File: config.mk
export PLATFORM = sky130hd
export DESIGN_NAME = uart_mmio_responder
export DESIGN_NICKNAME = d
export VERILOG_FILES = /design/src/rtl/uart_mmio_responder.sv
export SDC_FILE = /design/constraint.sdc
export NUM_CORES = 1
export LEC_CHECK = 0
export BUFFER_PORTS_ARGS = -buffer_cell sky130_fd_sc_hd__buf_2
export CAP_MARGIN = 10
export CORE_AREA = 4 4 92 94
export DETAILED_ROUTE_END_ITERATION = 16
export DIE_AREA = 0 0 96 98
export PLACE_DENSITY = 0.84
export SLEW_MARGIN = 20
export SYNTH_ARGS = -nofsm -noshare
export SYNTH_HDL_FRONTEND = slang
export SYNTH_SLANG_ARGS = --single-unit
File: constraint.sdc
create_clock -name clock -period 2.6 [get_ports clock]
set_clock_uncertainty 0.15 [all_clocks]
set_input_delay 0 -clock clock [delete_from_list [all_inputs] [get_ports clock]]
set_output_delay 0 -clock clock [all_outputs]
set_load 0.01 [all_outputs]
File: src/rtl/uart_mmio_responder.sv
// Memory-mapped 8N1 UART (TX + RX with status flags) on the core data bus, 16-byte window at BASE_ADDR.
// Latency: reads are combinational from HADDR (zero cycles); writes take effect on the next clock edge.
// Backpressure: none on the bus; a TX write while a frame is in flight is dropped and flagged (drop).
//
// Ports:
//   clock, reset       system clock (rising edge), asynchronous active-low reset
//   HADDR, HWDATA      byte address and write data from the core
//   MemWrite           core write enable; a multi-cycle assertion counts as one write
//   HRDATA_UART, hit   read data (0 outside the window) and window-hit select for the top-level mux
//   uart_tx, uart_rx   serial out (registered, idle high) and serial in (asynchronous)
//
// Register map (HADDR[3:2]):
//   0x0 TX_DATA    W: [7:0] byte to send          R: last accepted byte
//   0x4 TX_STATUS  R: bit0 busy, bit1 drop        W1C: bit1
//   0x8 RX_DATA    R: [7:0] last received byte    W: ignored
//   0xC RX_STATUS  R: bit0 valid, bit1 overrun, bit2 frame_err   W1C: bits 2:0

module uart_mmio_responder #(
   parameter int                LENGTH       = 32,
   parameter logic [LENGTH-1:0] BASE_ADDR    = 'h1001_0000,
   parameter int                CLKS_PER_BIT = 434
) (
   input  logic              clock,
   input  logic              reset,
   input  logic [LENGTH-1:0] HADDR,
   input  logic [LENGTH-1:0] HWDATA,
   input  logic              MemWrite,
   output logic [LENGTH-1:0] HRDATA_UART,
   output logic              hit,
   output logic              uart_tx,
   input  logic              uart_rx
);

   localparam int            CW       = (CLKS_PER_BIT > 1) ? $clog2(CLKS_PER_BIT) : 1;
   localparam logic [CW-1:0] BIT_LAST = CW'(CLKS_PER_BIT - 1);
   localparam logic [CW-1:0] HALF_BIT = CW'(CLKS_PER_BIT / 2);

   localparam logic [1:0] REG_TX_DATA   = 2'd0;
   localparam logic [1:0] REG_TX_STATUS = 2'd1;
   localparam logic [1:0] REG_RX_DATA   = 2'd2;
   localparam logic [1:0] REG_RX_STATUS = 2'd3;

   typedef enum logic [1:0] {TX_IDLE, TX_START, TX_DATA, TX_STOP} tx_state_t;
   typedef enum logic [2:0] {RX_IDLE, RX_START, RX_DATA, RX_STOP, RX_WAIT_HIGH} rx_state_t;

   // ------------------------------------------------------------------
   // Bus decode and write strobe
   // ------------------------------------------------------------------
   logic [1:0] sel;
   logic       wr_q;
   logic       wr;
   logic       wr_tx_data;
   logic       wr_tx_stat;
   logic       wr_rx_stat;
   logic       clr_drop;
   logic       clr_valid;
   logic       clr_overrun;
   logic       clr_frame_err;

   assign hit = (HADDR[LENGTH-1:4] == BASE_ADDR[LENGTH-1:4]);
   assign sel = HADDR[3:2];

   // The core may hold MemWrite for several cycles of one store; only the
   // first cycle of a contiguous in-window write is acted upon.
   assign wr = MemWrite & hit & ~wr_q;

   assign wr_tx_data    = wr & (sel == REG_TX_DATA);
   assign wr_tx_stat    = wr & (sel == REG_TX_STATUS);
   assign wr_rx_stat    = wr & (sel == REG_RX_STATUS);
   assign clr_drop      = wr_tx_stat & HWDATA[1];
   assign clr_valid     = wr_rx_stat & HWDATA[0];
   assign clr_overrun   = wr_rx_stat & HWDATA[1];
   assign clr_frame_err = wr_rx_stat & HWDATA[2];

   always_ff @(posedge clock or negedge reset) begin
      if (!reset) begin
         wr_q <= 1'b0;
      end else begin
         wr_q <= MemWrite & hit;
      end
   end

   // ------------------------------------------------------------------
   // Transmitter
   // ------------------------------------------------------------------
   tx_state_t     tx_state;
   tx_state_t     tx_state_nx;
   logic [CW-1:0] tx_cnt;
   logic [CW-1:0] tx_cnt_nx;
   logic [2:0]    tx_idx;
   logic [2:0]    tx_idx_nx;
   logic [7:0]    tx_byte;
   logic          tx_drop;
   logic          tx_busy;
   logic          tx_accept;
   logic          tx_line_nx;

   assign tx_busy   = (tx_state != TX_IDLE);
   assign tx_accept = wr_tx_data & ~tx_busy;

   always_comb begin
      tx_state_nx = tx_state;
      tx_cnt_nx   = tx_cnt;
      tx_idx_nx   = tx_idx;
      tx_line_nx  = 1'b1;
      case (tx_state)
         TX_IDLE: begin
            if (tx_accept) begin
               tx_state_nx = TX_START;
               tx_cnt_nx   = '0;
            end
         end
         TX_START: begin
            if (tx_cnt == BIT_LAST) begin
               tx_state_nx = TX_DATA;
               tx_cnt_nx   = '0;
               tx_idx_nx   = '0;
            end else begin
               tx_cnt_nx = tx_cnt + 1'b1;
            end
         end
         TX_DATA: begin
            if (tx_cnt == BIT_LAST) begin
               tx_cnt_nx = '0;
               if (tx_idx == 3'd7) begin
                  tx_state_nx = TX_STOP;
               end else begin
                  tx_idx_nx = tx_idx + 1'b1;
               end
            end else begin
               tx_cnt_nx = tx_cnt + 1'b1;
            end
         end
         TX_STOP: begin
            if (tx_cnt == BIT_LAST) begin
               tx_state_nx = TX_IDLE;
               tx_cnt_nx   = '0;
            end else begin
               tx_cnt_nx = tx_cnt + 1'b1;
            end
         end
         default: begin
            tx_state_nx = TX_IDLE;
            tx_cnt_nx   = '0;
            tx_idx_nx   = '0;
         end
      endcase

      // The line level is derived from the state being entered so that the
      // registered uart_tx changes on the same edge as the state register.
      // On entry to START the byte is latched on that same edge, but the
      // start bit does not depend on it.
      case (tx_state_nx)
         TX_START: tx_line_nx = 1'b0;
         TX_DATA:  tx_line_nx = tx_byte[tx_idx_nx];
         default:  tx_line_nx = 1'b1;
      endcase
   end

   always_ff @(posedge clock or negedge reset) begin
      if (!reset) begin
         tx_state <= TX_IDLE;
         tx_cnt   <= '0;
         tx_idx   <= '0;
         tx_byte  <= '0;
         tx_drop  <= 1'b0;
         uart_tx  <= 1'b1;
      end else begin
         tx_state <= tx_state_nx;
         tx_cnt   <= tx_cnt_nx;
         tx_idx   <= tx_idx_nx;
         uart_tx  <= tx_line_nx;
         if (tx_accept) begin
            tx_byte <= HWDATA[7:0];
         end
         // A set in the same cycle as the W1C takes priority.
         tx_drop <= (tx_drop & ~clr_drop) | (wr_tx_data & tx_busy);
      end
   end

   // ------------------------------------------------------------------
   // Receiver
   // ------------------------------------------------------------------
   logic          rx_meta;
   logic          rx_sync;
   logic          rx_prev;
   rx_state_t     rx_state;
   rx_state_t     rx_state_nx;
   logic [CW-1:0] rx_cnt;
   logic [CW-1:0] rx_cnt_nx;
   logic [2:0]    rx_idx;
   logic [2:0]    rx_idx_nx;
   logic [7:0]    rx_shift;
   logic [7:0]    rx_shift_nx;
   logic [7:0]    rx_data;
   logic          rx_done;
   logic          rx_ferr_set;
   logic          rx_valid;
   logic          rx_overrun;
   logic          rx_frame_err;

   always_comb begin
      rx_state_nx = rx_state;
      rx_cnt_nx   = rx_cnt;
      rx_idx_nx   = rx_idx;
      rx_shift_nx = rx_shift;
      rx_done     = 1'b0;
      rx_ferr_set = 1'b0;
      case (rx_state)
         RX_IDLE: begin
            if (rx_prev & ~rx_sync) begin
               rx_state_nx = RX_START;
               rx_cnt_nx   = '0;
            end
         end
         RX_START: begin
            // Mid-start-bit check rejects short low glitches; from here on
            // every sample lands near the centre of its bit.
            if (rx_cnt == HALF_BIT) begin
               rx_cnt_nx = '0;
               rx_idx_nx = '0;
               if (rx_sync) begin
                  rx_state_nx = RX_IDLE;
               end else begin
                  rx_state_nx = RX_DATA;
               end
            end else begin
               rx_cnt_nx = rx_cnt + 1'b1;
            end
         end
         RX_DATA: begin
            if (rx_cnt == BIT_LAST) begin
               rx_cnt_nx   = '0;
               rx_shift_nx = {rx_sync, rx_shift[7:1]};
               if (rx_idx == 3'd7) begin
                  rx_state_nx = RX_STOP;
               end else begin
                  rx_idx_nx = rx_idx + 1'b1;
               end
            end else begin
               rx_cnt_nx = rx_cnt + 1'b1;
            end
         end
         RX_STOP: begin
            if (rx_cnt == BIT_LAST) begin
               rx_cnt_nx = '0;
               if (rx_sync) begin
                  rx_done     = 1'b1;
                  rx_state_nx = RX_IDLE;
               end else begin
                  rx_ferr_set = 1'b1;
                  rx_state_nx = RX_WAIT_HIGH;
               end
            end else begin
               rx_cnt_nx = rx_cnt + 1'b1;
            end
         end
         RX_WAIT_HIGH: begin
            // A broken frame leaves the line low; wait for idle before
            // looking for the next start bit.
            if (rx_sync) begin
               rx_state_nx = RX_IDLE;
            end
         end
         default: begin
            rx_state_nx = RX_IDLE;
            rx_cnt_nx   = '0;
            rx_idx_nx   = '0;
         end
      endcase
   end

   always_ff @(posedge clock or negedge reset) begin
      if (!reset) begin
         rx_meta      <= 1'b1;
         rx_sync      <= 1'b1;
         rx_prev      <= 1'b1;
         rx_state     <= RX_IDLE;
         rx_cnt       <= '0;
         rx_idx       <= '0;
         rx_shift     <= '0;
         rx_data      <= '0;
         rx_valid     <= 1'b0;
         rx_overrun   <= 1'b0;
         rx_frame_err <= 1'b0;
      end else begin
         rx_meta  <= uart_rx;
         rx_sync  <= rx_meta;
         rx_prev  <= rx_sync;
         rx_state <= rx_state_nx;
         rx_cnt   <= rx_cnt_nx;
         rx_idx   <= rx_idx_nx;
         rx_shift <= rx_shift_nx;
         if (rx_done) begin
            rx_data <= rx_shift;
         end
         // Flag sets take priority over a W1C landing on the same edge.
         rx_valid     <= (rx_valid & ~clr_valid) | rx_done;
         rx_overrun   <= (rx_overrun & ~clr_overrun) | (rx_done & rx_valid);
         rx_frame_err <= (rx_frame_err & ~clr_frame_err) | rx_ferr_set;
      end
   end

   // ------------------------------------------------------------------
   // Read mux (no side effects)
   // ------------------------------------------------------------------
   logic [LENGTH-1:0] rd_data;

   always_comb begin
      rd_data = '0;
      case (sel)
         REG_TX_DATA:   rd_data[7:0] = tx_byte;
         REG_TX_STATUS: rd_data[1:0] = {tx_drop, tx_busy};
         REG_RX_DATA:   rd_data[7:0] = rx_data;
         REG_RX_STATUS: rd_data[2:0] = {rx_frame_err, rx_overrun, rx_valid};
         default:       rd_data      = '0;
      endcase
   end

   assign HRDATA_UART = hit ? rd_data : '0;

   logic unused_bits;
   assign unused_bits = ^{HADDR[1:0], HWDATA[LENGTH-1:8]};

endmodule

==> metrics.txt, run 1 <==
Pre-Repair DR Iteration Count 4; setup violators final 0; register share of total power approximately 48%; Hold Crit Class input port to register; max incr delay on CP between 0.5 and 0.6 ns; first-pass GRT wire length 13300 um; clk sinks between 60 and 70; Routed WL 8310 um; DRC 0; post-synthesis cell count around 370; R2R setup slack 0.09 ns; grt ovf 0; crit path capture type register; Metal-1 WL 3160 um; hold endpoint rx_overrun; Hold Crit Start HADDR[3]; worst path cell trace or4b_4 -> o31a_1 -> or3_1 -> a22oi_2 -> o21ai_1 -> a211oi_1 -> nor3_1; Max VDD drop 0.394 mV; synthesized area per cell 9.65 um2; H-tree depth 3; sequential area share after synthesis 44.2%; # rows 32; ys flop type dfrtp_1; asr flop ratio synth between 90% and 100%; starting density of the core 46.1%; area leader, netlist dfrtp_1; # diodes 0; Max-slew headroom 43.1%; max_cap viols 0; Total Nets Final 518; cts bufs inserted 9; P_int 1710 uW; share of the synthesized area in the top cell type 41.2%; Worst Path Class, Setup register to register; die width ~96 um; Hold Path Stages 4; switching share of power 27.6%; top cells by count, synth 58 x dfrtp_1, 43 x o21ai_0, 31 x nand2_1, 26 x nor2_1, 25 x mux2_2; area growth from synthesis to layout 19.1%; Tmin final between 2 and 3 ns; R2R depth 7; clk_lat worst skew 0.35 ns; CTS clock-pin slew for the worst setup and hold paths ~0.070 ns; WP data required 2.73 ns; Antenna Nets Post-Route 0; share of layout cells above drive strength 1 26.0%; Clock Power Share 40.2%; top-count cell post-synth dfrtp_1; die area around 0.0094 mm2; FF+latch count, synth 62; Psw around 650 uW; Worst Max-Slew Pin Slew 0.854 ns; core area 0.00765 mm2; Hold Vio Cnt, Final 0; PwrDens 563 mW/mm2; Period Utilization, post-route a little over nine tenths; Post-Route Utilization 54.8%; DR WL/cell 15.2 um; r2r endpoint uart_tx; root buffer cell clkbuf_8; status finished clean; slowest stage cell, crit path or4b_4; EDFF count, synth 0; vias in the first global route 3022; Slew Viols, Final 0; Critical Path Fanout Max 7; total number of vias 3012; die height 98 um; FMAX 399 MHz; Arrival @ worst endpoint 2.63 ns; met3 routed WL 612 um; Lkg Pwr 0.00196 uW; Comb power frac 11.9%; Routability Congestion 0.943; Iter 0 DRT Violations a little over 200; crit path launch type register; I/O Pins 102; vias per cell 5.53; total track usage 17.9%; Area contributors post-synth dfrtp_1 41%, mux2_2 8.0%, o21ai_0 6.1%, buf_4 5.1%, ha_1 4.3%; Top Metal Used met4; CTS tree yes; initial antenna violation count 0; Port Buffers 51; post-synthesis cell area 0.00352 mm2; Hold Slack 0.0455 ns; synth unique cells 49; pin count of the biggest net entering global routing 40; worst r2r src tx_cnt[2]; Yosys warning total 0; Clock Tree Buf Depth 2; routed wl met2 between 4000 and 5000 um; HPWL after detailed placement a little under 6000 um
==> worst max-delay path by stage <==
stage          startpoint  depth (start not counted)  slack [ns]       to
2_1_floorplan   tx_cnt[3]                          8        0.15  uart_tx
3_3_place_gp    tx_cnt[2]                          7        0.12  uart_tx
3_5_place_dp    tx_cnt[2]                          7        0.09  uart_tx
4_1_cts         tx_cnt[2]                          7        0.06  uart_tx
5_1_grt         tx_cnt[2]                          8      -0.001  uart_tx
6_report        tx_cnt[2]                          7        0.09  uart_tx
==> per-layer routing <==
layer / GRT usage [%] / up-vias
met4: 7.22 / 0
met3: 4.16 / 18
met2: 32.1 / 134
met5: 0 / -
met1: 20.0 / 1447
li1: - / 1413
==> cells in the final DEF (no fill, tap or decap), types with 4 or more instances in the layout <==
master          n
dfrtp_1        57
buf_2          51
o21ai_0        43
nand2_1        31
nor2_1         25
mux2_2         25
conb_1         24
inv_1          17
nand3_1        17
ha_1           12
dlygate4sd3_1  12
a21oi_1        11
nor3_1          9
clkbuf_8        9
buf_4           8
mux2i_1         7
nor4_1          6
nor2b_1         6
nand4_1         5
and3_1          5
a31oi_1         4
nand2b_1        4
o31ai_1         4
dfstp_2         4
==> cell families (layout without fill, tap and decap cells) <==
family	after synthesis	count (layout)	synth area share [%]
DFF	62	62	44.2
xor gates and xnor gates	1	1	0.249
other	1	24	0.106
and+or+nand+nor	123	123	17.8
buffers and inverters	50	105	8.10
AOI/OAI and AO/OA	82	82	14.0
adders and majority gates	12	12	4.26
muxes	34	34	11.3
==> flip-flops by register name, indices dropped and copies added (netlist names), 2 cells and up <==
| register | count |
|---|---|
| tx_byte | 8 |
| rx_shift | 8 |
| rx_state | 3 |
| tx_cnt | 9 |
| tx_idx | 3 |
| rx_idx | 3 |
| rx_data | 8 |
| tx_state | 2 |
| rx_cnt | 9 |
==> layout make-up <==
cell class,instances,area [um2]
Clock buffer,9,124
Clock inverter,7,97.6
Fill cell,644,3450
Inverter,18,67.6
Multi-Input combinational cell,276,1780
Sequential cell,62,1560
Tap cell,102,128
Timing Repair Buffer,71,435
==> timing repair <==
action	in CTS	in global routing
hold buffers	12	0
hold endpoints to repair	48	0
setup endpoints to repair	0	1
gates resized for setup	0	4
buffers inserted	0	1
==> power by group through the flow <==
stage | clock network, uW | registers (uW) | logic (uW)
6_report | 949 | 1130 | 281
5_1_grt | 1000 | 1150 | 331
4_1_cts | 956 | 1130 | 283
3_5_place_dp | 0 | 1150 | 268
3_3_place_gp | 0 | 1150 | 249
2_1_floorplan | 0 | 1110 | 225
==> stage by stage <==
stage          cell area [um2]  TNS (ns)  setup WS [ns]  std cells  power, uW
6_report                  4190         0         0.0944        545       2360
5_1_grt                   4190  -0.00133       -0.00133        545       2480
4_1_cts                   4170         0         0.0644        544       2370
3_5_place_dp              3830         0         0.0946        516       1420
3_3_place_gp              3830         0          0.117        516       1400
2_1_floorplan             3610         0          0.150        388       1340
==> critical path, delay by kind of cell (launching register included) <==
kind / cells / cell delay (ns)
AND/OR/NAND/NOR: 3 / 0.98
AO/OA/AOI/OAI: 4 / 0.86
flip-flops: 1 / 0.45
(Power assumes the default switching activity.)
==> run 2, diff against run 1 <==
CORE_AREA = 4 4 88 90   (was 4 4 92 94)
DIE_AREA = 0 0 92 94   (was 0 0 96 98)
PLACE_DENSITY = 0.87   (was 0.84)
clock period = 2.7 ns   (was 2.6 ns; I/O delays follow)
==> metrics.txt, run 2 (synthesized netlist as in run 1, its figures left out) <==
total track usage 19.6% (was 17.9%); pin count of the biggest net entering global routing 39 (was 40); most frequent cells in the layout 57 x dfrtp_1, 51 x buf_2, 43 x o21ai_0, 31 x nand2_1 (unchanged); # diodes 0 (unchanged); die area 0.00865 mm2 (was 0.00941 mm2); Slew Viols, Final 0 (unchanged); status finished clean (unchanged); Comb power frac 12.1% (was 11.9%); total number of vias 3018 (was 3012); Pre-Repair DR Iteration Count 5 (was 4); # rows 31 (was 32); Total Nets Final 518 (unchanged); DRC 0 (unchanged); Iter 0 DRT Violations 180 (was 206); P_int 1640 uW (was 1710 uW); Routability Congestion 0.913 (was 0.943); first-pass GRT wire length 13600 um (was 13300 um); WP data required 2.80 ns (was 2.73 ns); vias per cell 5.57 (was 5.53); Lkg Pwr 0.00196 uW (about the same); cts bufs inserted 9 (unchanged); top flop regs rx_cnt x9, tx_cnt x9 (unchanged); CTS tree yes (unchanged); Psw 603 uW (was 652 uW); Clock Tree Buf Depth 2 (unchanged); I/O Pins 102 (unchanged); vias in the first global route 3034 (was 3022); Tmin final 2.60 ns (was 2.51 ns); Arrival @ worst endpoint 2.71 ns (was 2.63 ns); initial antenna violation count 0 (unchanged); switching share of power 26.8% (was 27.6%); DR WL/cell 15.1 um (was 15.2 um); Hold Slack 0.0581 ns (was 0.0455 ns); H-tree depth 3 (unchanged); register share of total power 48.8% (was 47.9%); Hold Vio Cnt, Final 0 (unchanged); setup violators final 0 (unchanged); Port Buffers 51 (unchanged); root buffer cell clkbuf_8 (unchanged); die height 94 um (was 98 um); core area 0.00706 mm2 (was 0.00765 mm2); Hold Crit Class input port to register (unchanged); Routed WL 8200 um (was 8310 um); crit path capture type register (unchanged); PwrDens 538 mW/mm2 (was 563 mW/mm2); Total Neg Setup Slack 0 ns (unchanged); Worst Path Class, Setup register to register (unchanged); Max VDD drop 0.475 mV (was 0.394 mV); CTS clock-pin slew for the worst setup and hold paths 0.07 ns (about the same); commonest non-fill, non-tap cell in the layout dfrtp_1 (unchanged); Post-Route Utilization 59.2% (was 54.8%); clk sinks 62 (unchanged); HPWL after detailed placement 5930 um (was 5870 um); Antenna Nets Post-Route 0 (unchanged); share of layout cells above drive strength 1 25.5% (was 26.0%); starting density of the core 49.9% (was 46.1%); max_cap viols 0 (unchanged); grt ovf 0 (unchanged); clk_lat worst skew 0.34 ns (was 0.35 ns); RSZ-0062 raised after global routing no; Worst Max-Slew Pin Slew 0.803 ns (was 0.854 ns); final instance area 0.00418 mm2 (was 0.00419 mm2); crit path launch type register (unchanged); die width 92 um (was 96 um); Period Utilization, post-route 96.5% (was 96.4%); Critical Path Fanout Max 8 (was 7); Cell Area, Placed 0.00381 mm2 (was 0.00383 mm2); Clock Power Share 39.1% (was 40.2%); Max-slew headroom 46.5% (was 43.1%); FMAX 384 MHz (was 399 MHz); area growth from synthesis to layout 18.6% (was 19.1%)
run 2: what timing repair did:
| action | 4_1_cts | 5_1_grt |
|---|---|---|
| hold endpoints to repair | 47 | 0 |
| setup buffers | 0 | 2 |
| resized for setup | 0 | 4 |
| endpoints found under the setup margin | 0 | 1 |
| hold buffers | 12 | 0 |
run 2: per-stage QoR:
| stage | setup slack, ns | power [uW] | instances |
|---|---|---|---|
| CTS | 0.0832 | 2250 | 540 |
| detailed placement | 0.107 | 1370 | 512 |
| global route | 0.0220 | 2360 | 542 |
| global placement | 0.171 | 1340 | 512 |
| floorplan | 0.250 | 1290 | 388 |
| finish | 0.0958 | 2250 | 542 |
run 2: critical path: stages, from the launching register on:
cell     delay [ns]
dfrtp_2        0.46
or4b_4         0.59
o31a_1         0.29
buf_4          0.15
o31ai_4        0.29
a21oi_1        0.12
o21ai_0        0.17
a21oi_1        0.09
nor3_1         0.20
run 2: final timing paths:
path	startpoint	end	slack [ns]	depth (start not counted)
min in group asynchronous	reset	rx_idx[0]	0.13	2
min	HADDR[8]	wr_q	0.06	5
max in group asynchronous	reset	uart_tx	1.52	3
max reg2reg	tx_cnt[3]	uart_tx	0.1	8
min reg2reg	rx_meta	rx_sync	0.21	0
max	tx_cnt[3]	uart_tx	0.1	8
run 2: cell type report:
cell class | count | area, um2
Fill cell | 585 | 2880
Timing Repair Buffer | 71 | 435
Clock inverter | 6 | 86.3
Tap cell | 99 | 124
Multi-Input combinational cell | 276 | 1780
Sequential cell | 62 | 1560
Clock buffer | 10 | 128
Inverter | 18 | 67.6
run 2: power by group through the flow:
stage	logic [uW]	clock network, uW	registers [uW]
final	271	880	1100
after global routing	312	944	1110
after CTS	274	888	1090
after detailed placement	262	0	1110
after global placement	240	0	1100
after floorplan	217	0	1070
run 2: routing by layer:
layer / track usage [%] / vias up / share of wire (%) / wire [um]
li1: - / 1412 / - / -
met1: 21.2 / 1444 / 38 / 3120
met2: 35.8 / 136 / 52 / 4270
met3: 5.85 / 26 / 7.1 / 584
met4: 7.80 / 0 / 2.6 / 216
met5: 0 / - / 0 / 0
==> run 3, diff against run 2 <==
CORE_AREA = 4 4 85 87   (was 4 4 88 90)
DIE_AREA = 0 0 89 91   (was 0 0 92 94)
PLACE_DENSITY = 0.92   (was 0.87)
clock period = 3.4 ns   (was 2.7 ns; I/O delays follow)
==> metrics.txt, run 3 (synthesized netlist as in run 1, its figures left out) <==
crit path capture type register (unchanged); r2r endpoint uart_tx (unchanged); fillcell total 462 (was 585); H-tree depth 3 (unchanged); clk_lat worst skew 0.34 ns (about the same); status finished clean (unchanged); Post-Route Utilization 64.7% (was 59.2%); Cell Area, Placed 0.00376 mm2 (was 0.00381 mm2); area growth from synthesis to layout 16.7% (was 18.6%); CTS clock-pin slew for the worst setup and hold paths 0.07 ns (about the same); Slew Viols, Final 0 (unchanged); DRC 0 (unchanged); Worst Max-Slew Pin Slew 0.950 ns (was 0.803 ns); WP data required 3.50 ns (was 2.80 ns); Tmin final 2.75 ns (was 2.60 ns); clk sinks 62 (unchanged); die height 91 um (was 94 um); Worst Path Class, Setup register to register (unchanged); # diodes 0 (unchanged); total track usage 21.2% (was 19.6%); CTS tree yes (unchanged); Max VDD drop 0.418 mV (was 0.475 mV); hold endpoint wr_q (unchanged); pin count of the biggest net entering global routing 44 (was 39); RSZ-0062 raised after global routing no (unchanged); grt ovf 0 (unchanged); starting density of the core 55.5% (was 49.9%); Antenna Nets Post-Route 0 (unchanged); final instance area 0.00411 mm2 (was 0.00418 mm2); initial antenna violation count 0 (unchanged); commonest non-fill, non-tap cell in the layout dfrtp_1 (unchanged); Routability Congestion 0.883 (was 0.913); R2R setup slack 0.65 ns (was 0.1 ns); core area 0.00635 mm2 (was 0.00706 mm2); setup violators final 0 (unchanged); Max-slew headroom 36.7% (was 46.5%); Arrival @ worst endpoint 2.85 ns (was 2.71 ns); Port Buffers 51 (unchanged); Hold Crit Class input port to register (unchanged); DR WL/cell 16.6 um (was 15.1 um); Period Utilization, post-route 81.0% (was 96.5%); vias in the first global route 2923 (was 3034); Pre-Repair DR Iteration Count 4 (was 5); PwrDens 451 mW/mm2 (was 538 mW/mm2); cts bufs inserted 9 (unchanged); most frequent cells in the layout 58 x dfrtp_1, 51 x buf_2, 43 x o21ai_0, 31 x nand2_1, 26 x nor2_1 (was 57 x dfrtp_1, 51 x buf_2, 43 x o21ai_0, 31 x nand2_1); Hold Slack 0.0369 ns (was 0.0581 ns); FMAX 363 MHz (was 384 MHz); first-pass GRT wire length 13500 um (was 13600 um); worst r2r src tx_cnt[3] (unchanged); Clock Tree Buf Depth 2 (unchanged); Routed WL 8530 um (was 8200 um); Post-CTS Setup Bufs 0 (unchanged); R2R depth 7 (was 8); root buffer cell clkbuf_8 (unchanged); total number of vias 3024 (was 3018); Hold Crit Start HADDR[7] (was HADDR[8]); top flop regs rx_cnt x9, tx_cnt x9 (unchanged); Total Neg Setup Slack 0 ns (unchanged); # rows 29 (was 31); die width 89 um (was 92 um); Hold Vio Cnt, Final 0 (unchanged); die area 0.00810 mm2 (was 0.00865 mm2); max_cap viols 0 (unchanged); crit path launch type register (unchanged); Pwr Total 1850 uW (was 2250 uW); Critical Path Fanout Max 9 (was 8); share of layout cells above drive strength 1 23.8% (was 25.5%); Total Nets Final 512 (was 518); vias per cell 5.88 (was 5.57); Lkg Pwr 0.00194 uW (was 0.00196 uW); Hold Path Stages 5 (unchanged); I/O Pins 102 (unchanged); HPWL after detailed placement 5970 um (was 5930 um); Iter 0 DRT Violations 245 (was 180)
run 3: cell types whose count changed in the layout (fill, tap and decap cells not counted):
cell and change:
clkinvlp_4 -1, nor2_2 -1, clkbuf_1 +1, o31ai_4 -1
o31ai_2 +1, clkinv_4 -1, nor2_1 +1, a21boi_1 -1
bufinv_16 +1, dfrtp_1 +1, a21boi_0 +1, buf_4 -6
dfrtp_2 -1
run 3: metrics by stage:
stage,std cells,worst slack (ns)
after floorplan,388,0.950
after global placement,486,0.854
after detailed placement,486,0.797
after CTS,514,0.771
after global routing,514,0.506
final,514,0.647
run 3: cell type report:
| class | instances | area [um2] | area share, % |
|---|---|---|---|
| Timing Repair Buffer | 65 | 390 | 9.50 |
| Sequential cell | 62 | 1560 | 37.9 |
| Inverter | 18 | 67.6 | 1.64 |
| Clock buffer | 11 | 131 | 3.20 |
| Tap cell | 77 | 96.3 | 2.34 |
| Clock inverter | 5 | 100 | 2.44 |
| Multi-Input combinational cell | 276 | 1770 | 43.0 |
run 3: worst max path at each step:
stage	start	to	slack (ns)	depth (start not counted)
floorplan	tx_cnt[3]	uart_tx	0.95	8
global placement	tx_cnt[3]	uart_tx	0.85	7
detailed placement	tx_cnt[3]	uart_tx	0.80	8
CTS	tx_cnt[3]	uart_tx	0.77	7
global route	tx_cnt[3]	uart_tx	0.51	7
finish	tx_cnt[3]	uart_tx	0.65	7
run 3: what timing repair did:
item                                   in CTS  in global routing
endpoints found under the hold margin      52                  0
resized for setup                           0                  0
hold buffers                               12                  0
run 3: power by group:
group	total [uW]	switching, uW	internal [uW]
registers	869	76.9	792
clock network	773	288	485
logic	213	111	101
run 3: metal layers:
| layer | track usage [%] | vias up | routed length [um] |
|---|---|---|---|
| met3 | 6.79 | 28 | 736 |
| met4 | 8.56 | 0 | 239 |
| met5 | 0 | - | 0 |
| li1 | - | 1401 | - |
| met1 | 23.9 | 1446 | 3130 |
| met2 | 36.5 | 149 | 4430 |
run 3: worst max-delay path, stage by stage, from the launching register on:
cell and delay [ns]:
dfrtp_1 0.48, or4b_4 0.61, o31a_1 0.36, o31ai_2 0.40
a21oi_1 0.14, o21ai_0 0.17, a21oi_1 0.09, nor3_1 0.26
